### config.mk
export PLATFORM = sky130hd
export DESIGN_NAME = mips_trace_buffer
export DESIGN_NICKNAME = d
export VERILOG_FILES = /design/src/rtl/mips_trace_pkg.sv /design/src/rtl/trace_ram.sv /design/src/rtl/mips_trace_buffer.sv
export SDC_FILE = /design/constraint.sdc
export NUM_CORES = 1
export LEC_CHECK = 0
export ABC_CLOCK_PERIOD_IN_PS = 3620
export CAP_MARGIN = 40
export CORE_MARGIN = 2
export CORE_UTILIZATION = 61
export CTS_CLUSTER_SIZE = 40
export DETAILED_ROUTE_END_ITERATION = 6
export PLACE_DENSITY = 0.89
export SLEW_MARGIN = 20
export SYNTH_ARGS = -nofsm -noshare
export SYNTH_HDL_FRONTEND = slang
export SYNTH_SLANG_ARGS = --single-unit
### constraint.sdc
create_clock -name MAX10_CLK1_50 -period 3.62 [get_ports MAX10_CLK1_50]
set_input_delay 0.543 -clock MAX10_CLK1_50 [delete_from_list [all_inputs] [get_ports MAX10_CLK1_50]]
set_output_delay 0.543 -clock MAX10_CLK1_50 [all_outputs]
set_load 0.01 [all_outputs]
### src/rtl/mips_trace_pkg.sv
// mips_trace_pkg: shared state encoding and capture mode constants for the trace buffer
package mips_trace_pkg;
  typedef enum logic [1:0] {ST_IDLE, ST_ARMED, ST_POST, ST_DUMP} state_t;
  localparam logic MODE_STOP = 1'b0;
  localparam logic MODE_FILL = 1'b1;
endpackage

### src/rtl/trace_ram.sv
// trace_ram: single write port, single synchronous read port trace storage
module trace_ram #(
  parameter int DEPTH = 16,
  parameter int WIDTH = 64,
  parameter int AW = $clog2(DEPTH)
) (
  input  logic             clk,
  input  logic             rst_n,
  input  logic             we,
  input  logic [AW-1:0]    waddr,
  input  logic [WIDTH-1:0] wdata,
  input  logic             re,
  input  logic [AW-1:0]    raddr,
  output logic [WIDTH-1:0] rdata
);
  logic [WIDTH-1:0] mem [DEPTH];
  always_ff @(posedge clk) begin
    if (we) mem[waddr] <= wdata;
  end
  always_ff @(posedge clk or negedge rst_n) begin
    if (!rst_n) rdata <= '0;
    else if (re) rdata <= mem[raddr];
  end
endmodule

### src/rtl/mips_trace_buffer.sv
// mips_trace_buffer: retired-instruction trace capture with PC trigger and handshaked dump stream
module mips_trace_buffer
  import mips_trace_pkg::*;
#(
  parameter int ADDR_W    = 32,
  parameter int DATA_W    = 32,
  parameter int DEPTH     = 16,
  parameter int POST_TRIG = DEPTH / 2
) (
  input  logic                     MAX10_CLK1_50,
  input  logic                     KEY,
  input  logic                     cap_valid,
  input  logic [ADDR_W-1:0]        cap_pc,
  input  logic [DATA_W-1:0]        cap_instr,
  input  logic                     arm,
  input  logic                     mode,
  input  logic                     trig_en,
  input  logic [ADDR_W-1:0]        trig_pc,
  output logic                     out_valid,
  input  logic                     out_ready,
  output logic [ADDR_W-1:0]        out_pc,
  output logic [DATA_W-1:0]        out_instr,
  output logic                     out_last,
  output logic                     busy,
  output logic                     triggered,
  output logic                     wrapped,
  output logic [$clog2(DEPTH):0]   count
);
  localparam int AW = $clog2(DEPTH);
  localparam int CW = AW + 1;
  state_t state, state_n;
  logic [AW-1:0] wr_ptr, post_cnt, rd_addr;
  logic [CW-1:0] idx;
  logic mode_r, trig_en_r;
  logic [ADDR_W-1:0] trig_pc_r;
  logic [ADDR_W+DATA_W-1:0] rd_data;
  logic we, full, trig_hit, fill_done, post_done, beat, first, rd_en;
  assign we        = cap_valid && !arm && (state == ST_ARMED || state == ST_POST);
  assign full      = count == CW'(DEPTH);
  assign trig_hit  = we && state == ST_ARMED && mode_r == MODE_STOP && trig_en_r && cap_pc == trig_pc_r;
  assign fill_done = we && state == ST_ARMED && mode_r == MODE_FILL && count == CW'(DEPTH - 1);
  assign post_done = we && state == ST_POST && post_cnt == AW'(1);
  assign beat      = out_valid && out_ready;
  assign first     = state == ST_DUMP && !out_valid;
  assign rd_en     = first || (beat && !out_last);
  assign rd_addr   = wr_ptr - count[AW-1:0] + idx[AW-1:0];
  assign busy      = state != ST_IDLE;
  assign {out_pc, out_instr} = rd_data;
  trace_ram #(.DEPTH(DEPTH), .WIDTH(ADDR_W + DATA_W)) u_ram (
    .clk   (MAX10_CLK1_50),
    .rst_n (KEY),
    .we    (we),
    .waddr (wr_ptr),
    .wdata ({cap_pc, cap_instr}),
    .re    (rd_en),
    .raddr (rd_addr),
    .rdata (rd_data)
  );
  always_ff @(posedge MAX10_CLK1_50 or negedge KEY) begin
    if (!KEY) state <= ST_IDLE;
    else state <= state_n;
  end
  always_comb begin
    state_n = arm ? ST_ARMED :
              (fill_done || post_done || (trig_hit && POST_TRIG == 0)) ? ST_DUMP :
              trig_hit ? ST_POST :
              (beat && out_last) ? ST_IDLE : state;
  end
  always_ff @(posedge MAX10_CLK1_50 or negedge KEY) begin
    if (!KEY) begin
      wr_ptr    <= '0;
      count     <= '0;
      triggered <= 1'b0;
      wrapped   <= 1'b0;
      post_cnt  <= '0;
      idx       <= '0;
      mode_r    <= MODE_STOP;
      trig_en_r <= 1'b0;
      trig_pc_r <= '0;
      out_valid <= 1'b0;
      out_last  <= 1'b0;
    end else if (arm) begin
      wr_ptr    <= '0;
      count     <= '0;
      triggered <= 1'b0;
      wrapped   <= 1'b0;
      post_cnt  <= '0;
      idx       <= '0;
      mode_r    <= mode;
      trig_en_r <= trig_en;
      trig_pc_r <= trig_pc;
      out_valid <= 1'b0;
      out_last  <= 1'b0;
    end else begin
      if (we) begin
        wr_ptr  <= wr_ptr + 1'b1;
        count   <= full ? count : count + 1'b1;
        wrapped <= wrapped | full;
        if (trig_hit) begin
          triggered <= 1'b1;
          post_cnt  <= AW'(POST_TRIG);
        end
        if (state == ST_POST) post_cnt <= post_cnt - 1'b1;
      end
      if (rd_en) begin
        idx       <= idx + 1'b1;
        out_valid <= 1'b1;
        out_last  <= idx + 1'b1 == count;
      end else if (beat) begin
        out_valid <= 1'b0;
        out_last  <= 1'b0;
      end
    end
  end
endmodule

Yosys cells after proc, flatten, opt, wreduce, memory -nomap -nowiden. Memories as Yosys holds them, arrays and structs flattened. A register that Yosys moved wholly into a read port is not among the register bits. Cells that the tools add are included.

Word-level logic and storage cells: 88. Bits in registers: 58. Memories kept: 1. Bits in writable memories: 1024. Output and inout port bits: 74.

Reductions and logical operators: 31. Bitwise gates (word level): 2. Equal/unequal tests: 9. Muxes and demuxes: 27. Add/subtract/negate cells: 6.

Memories: u_ram.mem (depth 16, bits a word 64, rd ports 1, clocked after Yosys merged registers in 1, wr ports 1, line trace_ram.sv:16) `logic [WIDTH-1:0] mem [DEPTH];`.

Operator list (number): 32-bit equality test (1); 5-bit 2-to-1 mux (5); 4-bit 2-to-1 mux (6); 1-bit logical AND (14); 1-bit 2-to-1 mux (12); 5-bit by 1-bit adder with 5-bit output, second input constant (2); 2-bit 2-to-1 mux (4); 2-bit nonzero test (4); 2-bit AND reduction (3); 3-bit nonzero test (2); 5-bit by 4-bit equality test with 1-bit output, second input constant (1); 5-bit equality test (1); 5-bit equality test, second input constant (1); 4-bit by 1-bit adder with 4-bit output, second input constant (1); 4-bit adder (1); 2-bit equality test, second input constant (2); 4-bit by 1-bit equality test with 1-bit output, second input constant (1); 1-bit zero test (4); 4-bit nonzero test (1); 4-bit by 1-bit subtractor with 4-bit output, second input constant (1); 4-bit subtractor (1); 1-bit logical OR (3); 2-bit by 1-bit equality test with 1-bit output, second input constant (1); 2-bit != test, second input constant (1); other kinds (2) (2).

Depth between registers and ports, before layout.
Depth in word-level cells: 11. Gate-level depth with buffers: 11.

Cells and area by module. Synthesis repeated with hierarchy kept, for this count alone.

Cells, all modules: 2011. Area total of the unflattened synthesis: 44206.1 sq um.

Modules (own cells, without submodules): trace_ram (area each 41061.9 sq um, instances 1, cells an instance 1726, seq. area each 32351.0 sq um); mips_trace_buffer (area each 3144.3 sq um, instances 1, cells an instance 285, seq. area each 1451.4 sq um).

Least setup slack after synthesis. OpenSTA, ideal clock, no wires.

Path type: input-to-reg. Start point: in arm. End point: mem u_ram.mem[0][0] (enable). Slack: 0.334 ns. Required time: 3.191 ns. Stages: 4. Path buffers: 2. Data arrival time: 2.857 ns. Library setup time: 0.429 ns. Path through: clkbuf_1 > clkbuf_1 > nor4_1 > and2_1.

Word-level cells in the longest chain between the ends: 5.

RTL lines: start: declaration (line mips_trace_buffer.sv:15) `input logic arm,`; 1-bit zero test (line mips_trace_buffer.sv:38) `assign we = cap_valid && !arm && (state == ST_ARMED || state == ST_POST);`; 1-bit logical AND (2 in a row) (line mips_trace_buffer.sv:38); 1-bit 2-to-1 mux (line trace_ram.sv:18) `if (we) mem[waddr] <= wdata;`; 1-bit 2-to-1 mux (implied by the code) (line trace_ram.sv:18); end: declaration (line trace_ram.sv:16).

Every way passes these cells.

Final worst setup path.
Start point: reg wr_ptr[1]. End point: reg u_ram.rdata[33], read port of u_ram.mem.

Word-level cells in the longest chain between the ends: 2.

RTL lines: start: declaration (line mips_trace_buffer.sv:32) `logic [AW-1:0] wr_ptr, post_cnt, rd_addr;`; start signal: assignment (line mips_trace_buffer.sv:96) `wr_ptr <= wr_ptr + 1'b1;`; 4-bit subtractor (line mips_trace_buffer.sv:46) `assign rd_addr = wr_ptr - count[AW-1:0] + idx[AW-1:0];`; 4-bit adder (line mips_trace_buffer.sv:46); end: declaration (line trace_ram.sv:14) `output logic [WIDTH-1:0] rdata`.

Every way passes these cells. A chain may end at the register's enable or synchronous reset.

==> results.sh <==
export IMPL_finalPower_w=0.0331
export IMPL_viasPerCell=6.96
export IMPL_min_period_over_period_pct=102
export IMPL_drc=0
export IMPL_wl_per_cell_um=34.9
export IMPL_ys_seq_area_share_pct=75.2
export IMPL_rsz0062_at_grt="yes"
export IMPL_grt_pass1_vias=24500
export IMPL_hold_class="in -> reg"
export IMPL_outcome="complete, but fails checks"
export IMPL_timing_final_ws_setup_ns=-0.0576
export IMPL_r2r_start="wr_ptr[1]"
export IMPL_slew_viol_final=0
export IMPL_drt_pre_antenna_iters=5
export IMPL_finalCriticalPeriod_ns=3.68
export IMPL_hold_ws_ns=0.229
export IMPL_synth_fp_nets=2210
export IMPL_clock_skew_ns=0.0541
export IMPL_antenna_found_initial=3
export IMPL_tns_ns=-0.0683
export IMPL_p_leak_nw=17.2
export IMPL_p_per_area_mw_per_mm2=632
export IMPL_io_pins=177
export IMPL_fmax_mhz=272
export IMPL_synth_cells=2086
export IMPL_grt_overflow=0
export IMPL_cp_max_fo=17
export IMPL_clk_latency_ns=0.69
export IMPL_yosys_warnings=0
export IMPL_worstSetupStartpoint="wr_ptr[1]"
export IMPL_clkTransAtPathRegs_ns=0.06
export IMPL_vias=23700
export IMPL_synth_edff_count=1024
export IMPL_path_class="reg -> reg"
export IMPL_cp_arrival_ns=4.23
export IMPL_start_util_pct=61.6
export IMPL_die_h_um=275
export IMPL_grt_first_pass_wirelength_mm=166
export IMPL_portBuffers=176
export IMPL_maxCapViolations=0
export IMPL_yosys_register_bits=1146
export IMPL_critPathLaunchType="flop"
export IMPL_die_area_mm2=0.0759
export IMPL_cts_htree_levels=3
export IMPL_synth_area_mm2=0.0450
export IMPL_synthToLayoutAreaGrowth_pct=16.3
export IMPL_ys_flop_type="edfxtp_1"
export IMPL_cts_sinks=1146
export IMPL_timing_slew_headroom_pct=39.1
export IMPL_finalWeightedCongestion=0.851
export IMPL_finalNetCount=2481
export IMPL_numCtsBuffers=108
export IMPL_min_from="arm"
export IMPL_worst_pin_slew_ns=0.911
export IMPL_cts_tree="yes"
export IMPL_syn_avg_cell_area_um2=21.5
export IMPL_vdd_drop_max_v=0.000467
export IMPL_clock_root_buffer="clkbuf_16"
export IMPL_drive_gt1_share_pct=26.2
export IMPL_endpoint_kind="flop"
export IMPL_cts_setup_buffers=0
export IMPL_cp_required_ns=4.17
export IMPL_core_area_mm2=0.0730
export IMPL_setup_viol=2
export IMPL_wl_mm=119
export IMPL_finalHoldViolCount=0
export IMPL_synth_distinct_cells=50
export IMPL_ctsLongestPathBuffers=3
export IMPL_die_width_um=275
export IMPL_grt_max_degree=65
export IMPL_initialDrtViolationCount=3662
export IMPL_violations="negative setup slack"
export IMPL_final_antenna_net_count=0
export IMPL_grt_usage_pct=30.6
export IMPL_dp_hpwl_mm=59.3
export IMPL_async_flop_share_pct=10.6
export IMPL_num_rows=99
[per-stage QoR]
step	util [%]	instance area [um2]	cells	setup slack, ns
6_report	71.7	52300	3410	-0.0576
5_1_grt	71.7	52300	3407	-0.110
4_1_cts	71.5	52200	3404	0.0438
3_5_place_dp	66.7	48600	3203	0.137
3_3_place_gp	66.6	48600	3201	0.253
2_1_floorplan	-	45000	2086	0.334
[cells in the mapped netlist (2+ instances only)]
cell	instances	area, um2
a31oi_1	3	18.8
nand2b_1	5	31.3
buf_4	7	52.6
buf_2	37	185
buf_1	6	22.5
dlygate4sd3_1	3	30.0
xnor2_1	36	315
nand2_1	16	60.1
nor4_1	8	50.1
nor4bb_1	2	20.0
dlygate4sd1_1	5	43.8
dfrtp_1	122	3050
a21oi_1	60	300
mux2_2	37	417
nand3_1	12	60.1
buf_8	6	90.1
xor2_1	10	87.6
mux2_4	60	901
o21ai_0	7	35.0
inv_1	22	82.6
nand4_1	14	87.6
and3_1	2	12.5
mux4_2	256	5770
edfxtp_1	1024	30700
mux2i_1	129	1290
clkbuf_1	37	139
fa_1	3	60.1
o311ai_0	2	17.5
a21oi_2	10	87.6
a21o_1	3	22.5
ha_1	18	225
o41ai_1	2	17.5
nor3_1	3	15.0
and4_1	2	17.5
nor2b_1	4	25.0
nor2_1	83	312
and2_1	17	106
[cell type report]
class / count / area [um2]
multi-input combinational: 815 / 10600
clock buffer: 144 / 2990
fill: 3820 / 20700
timing repair buffer: 263 / 3070
tap: 959 / 1200
antenna: 4 / 10.0
clock inverter: 56 / 526
sequential: 1146 / 33800
inverter: 23 / 86.3
[final timing paths]
check	to	slack [ns]	cells after the start
min in group asynchronous	trig_pc_r[7]	0.35	2
setup reg to reg	u_ram.rdata[33]	-0.06	10
hold reg to reg	u_ram.rdata[2]	0.52	2
setup / recovery	u_ram.rdata[33]	-0.06	10
max in group asynchronous	u_ram.rdata[4]	2.51	3
hold / removal	post_cnt[3]	0.23	2
[logic make-up (layout without fill, tap and decap cells)]
logic type               count (synthesis)  count (layout)  synth area share (%)
AO/OA/AOI/OAI                           93              93                  1.22
XOR/XNOR                                49              49                  1.03
adder cells (fa/ha/maj)                 21              21                 0.635
buffers and inverters                  125             486                  1.47
flip-flops                            1146            1146                  75.2
multiplexers                           482             482                  18.6
other                                    0               4                     0
AND/OR/NAND/NOR                        170             170                  1.81
[repair_timing]
item	CTS	global route
hold endpoints to repair	33	0
hold buffers	1	0
endpoints found under the setup margin	1	12
cloned	0	2
resized for setup	1	12
[placed cells by master (no fill, tap or decap), types with 19 or more instances in the layout]
cell             Yosys  final
clkinv_1             1     19
clkdlybuf4s50_1      0    174
clkbuf_1            37     24
mux2_4              60     60
clkbuf_16            0    113
mux4_2             256    256
buf_4                7     37
a21oi_1             60     60
edfxtp_1          1024   1024
inv_1               22     22
mux2_2              37     37
nor2_1              83     83
buf_12               0     41
mux2i_1            129    121
xnor2_1             36     36
dfrtp_1            122    122
[worst max-delay path, stage by stage, from the launching register on]
cell	delay, ns
dfrtp_1	0.43
inv_1	0.14
fa_1	0.53
inv_1	0.09
fa_4	0.91
buf_16	0.23
buf_4	0.24
mux4_2	0.36
mux2i_2	0.28
mux2_4	0.22
a21oi_1	0.07
[flip-flops by register name (all words and copies together), names as in the netlist, 2 cells and up]
name and count:
idx 5, post_cnt 4, u_ram.mem 1024, trig_pc_r 32, u_ram.rdata 64, count 5, wr_ptr 4, state 2
[where the power goes]
group | leakage [nW] | internal (W) | switching [W]
logic | 4.93 | 0.00339 | 0.00331
registers | 10.6 | 0.0147 | 0.000194
clock network | 1.71 | 0.00639 | 0.00510
total | 17.2 | 0.0245 | 0.00860
[per-layer routing]
| layer | global-route usage [%] | part of all wire [%] |
|---|---|---|
| met1 | 40.4 | 33 |
| met2 | 50.9 | 51 |
| met3 | 5.08 | 11 |
| met4 | 14.0 | 5.3 |
| met5 | 0 | 0.019 |
Note: power is estimated with default switching activity, not from simulation.
==> edit (config.mk and constraints unchanged) <==
Re-encode `state_t` (4 states) as Gray code, 2 bits wide.
--- a/src/rtl/mips_trace_pkg.sv
+++ b/src/rtl/mips_trace_pkg.sv
@@ -1,6 +1,6 @@
 // mips_trace_pkg: shared state encoding and capture mode constants for the trace buffer
 package mips_trace_pkg;
-  typedef enum logic [1:0] {ST_IDLE, ST_ARMED, ST_POST, ST_DUMP} state_t;
+  typedef enum logic [1:0] {ST_IDLE = 2'b00, ST_ARMED = 2'b01, ST_POST = 2'b11, ST_DUMP = 2'b10} state_t;
   localparam logic MODE_STOP = 1'b0;
   localparam logic MODE_FILL = 1'b1;
 endpackage
Check against the original RTL: no difference found for any inputs over 4 cycles, from zero or initial values; so few cycles prove little.
==> edit against the unedited design <==
Via count up 7.8%; sequential cell count is the same; fmax is 1.7% higher; cell count grew 5.2%; design area decreased by 0.49%; setup slack improved by 0.063 ns; largest power group unchanged; wire length up 4.9%; synthesized area shrank 0.53%; count of clock-buffer cells in the layout increased by 9; total power down 1.8%; global-route usage increased by 1.9 points; non-clock buffer count increased by 4; critical path type unchanged.
==> edit: results (changes against the unedited design) <==
Global routing
  • GR Util met3: 7.67% (+2.6 points)
  • Grt met1 use: 39.9% (-0.49 points)
  • First-pass GRT wire length: 174000 um (+5.1%)
  • Antenna violations before repair: 11 (+8)
  • GR Util met2: 54.1% (+3.2 points)
  • Largest net degree at the start of global routing: 111 (+71%)
  • Gr usage total: 32.5% (+1.9 points)

Power and ir drop
  • Pleak: 17.6 nW (+2.1%)
  • Comb power: 6.11 mW (-8.8%)
  • Clk pwr share: 35.4% (+0.6 points)
  • Pwr dens: 624 mW/mm^2 (-1.3%)
  • VDD IR-drop max: 0.000516 V (+11%)
  • P_int: 23.8 mW (-2.5%)

Finish
  • FILL cells: 3694 (-3.3%)
  • Signal buffers: 267 (+1.5%)
  • Clock buf/inv share: 6.81% (+0.081 points)
  • Comb_multi_in: 988 (+21%)
  • Layout net count: 2649 (+6.8%)
  • Layout sequential cell count: 1146 (unchanged)
  • Share of post-route cells with drive strength above 1: 23.6% (-2.6 points)
  • CLK BUF: 153 (+6.3%)
  • Top Registers: u_ram.mem (1024), u_ram.rdata (64), trig_pc_r (32)
  • Multi-input gate area: 0.0103 sq mm (-3.1%)
  • N_diodes: 7 (+3)
  • Seq/total area: 65.0% (+0.32 points)
  • Signal buf overhead: 5.99% (+0.13 points)
  • Invs w/o clock: 20 (-13%)

Route
  • Met3 wire length: 15500 um (+23%)
  • M1 wire length: 39500 um (-1.0%)
  • TritonRoute pass-1 iters: 6 (+1)
  • Routed Wire Length: 125000 um (+4.9%)
  • Vias: 25593 (+7.8%)
  • Routed wl met2: 62800 um (+4.1%)
  • DRT iter0 DRCs: 4212 (+15%)

Run status
  • Status: finished, final reports clean

Synthesis
  • Synth top area cells: edfxtp_1 69%, mux4_2 13%, dfrtp_1 6.8%
  • Top post-synthesis cells by count: 1024 x edfxtp_1, 334 x nand2_1, 256 x mux4_2
  • Netlist cell types: 47 (-6.0%)
  • Yosys warns: 0 (unchanged)
  • Sequential-to-total area share from yosys stat: 75.6% (+0.40 points)
  • EDFF count, synth: 1024 (unchanged)
  • Net Count, Synth: 2397 (+8.5%)

STA
  • Clock skew: 0.0471 ns (-0.00706 ns)
  • Worst-Margin Slew: 0.862 ns (-0.0488 ns)

Critical path
  • Critical Path AT: 4.13 ns (-0.10 ns)
  • R2r setup slk: 0.005 ns (+0.06 ns)
  • Reg-to-reg endpoint: u_ram.rdata[21]
  • Critical path's top delay family: adder cells
  • Crit path max-delay cell type: fa_4
  • Critical Path Max Stage Delay: 0.84 ns (-0.07 ns)
  • Crit Path Max Fanout: 24 (+7)

CTS
  • # resized after CTS: 0 (-1)
  • Total clock buffers created by CTS: 106 (-1.9%)
  • Worst-Skew Late Latency: 0.71 ns (+0.02 ns)
  • Clk buf depth: 3 (unchanged)

Placed design
  • Placed inst area: 0.0485 sq mm (-0.36%)
  • Final GP Congestion: 0.797 (-6.4%)
  • Post-DP HPWL: 61800 um (+4.1%)
  • IO buf count: 176 (unchanged)

Die
  • Row count: 99 (unchanged)
edit: cells by family after synthesis:
kind of cell    share of synthesized area, %
flops                                   75.6
fa+ha+maj                              0.526
simple gates                            5.56
mux                                     13.8
compound gates                          1.90
buf+inv                                 1.65
xor+xnor                                1.01
edit: worst min path at each step:
stage	startpoint	end	slack [ns]	cells after the start
2_1_floorplan	KEY	count[0]	0.25	0
3_3_place_gp	u_ram.rdata[37]	u_ram.rdata[37]	0.47	2
3_5_place_dp	u_ram.rdata[24]	u_ram.rdata[24]	0.47	2
4_1_cts	arm	wr_ptr[3]	0.25	2
5_1_grt	arm	wr_ptr[2]	0.29	2
6_report	arm	wr_ptr[3]	0.30	2
edit: metrics by stage:
stage	std cells	hold WS, ns	setup WS, ns	util [%]
6_report	3587	0.300	0.00519	71.6
2_1_floorplan	2277	0.247	0.343	-
5_1_grt	3586	0.290	0.0135	71.6
4_1_cts	3580	0.249	0.148	71.5
3_3_place_gp	3379	0.467	0.412	66.7
3_5_place_dp	3379	0.472	0.328	66.7
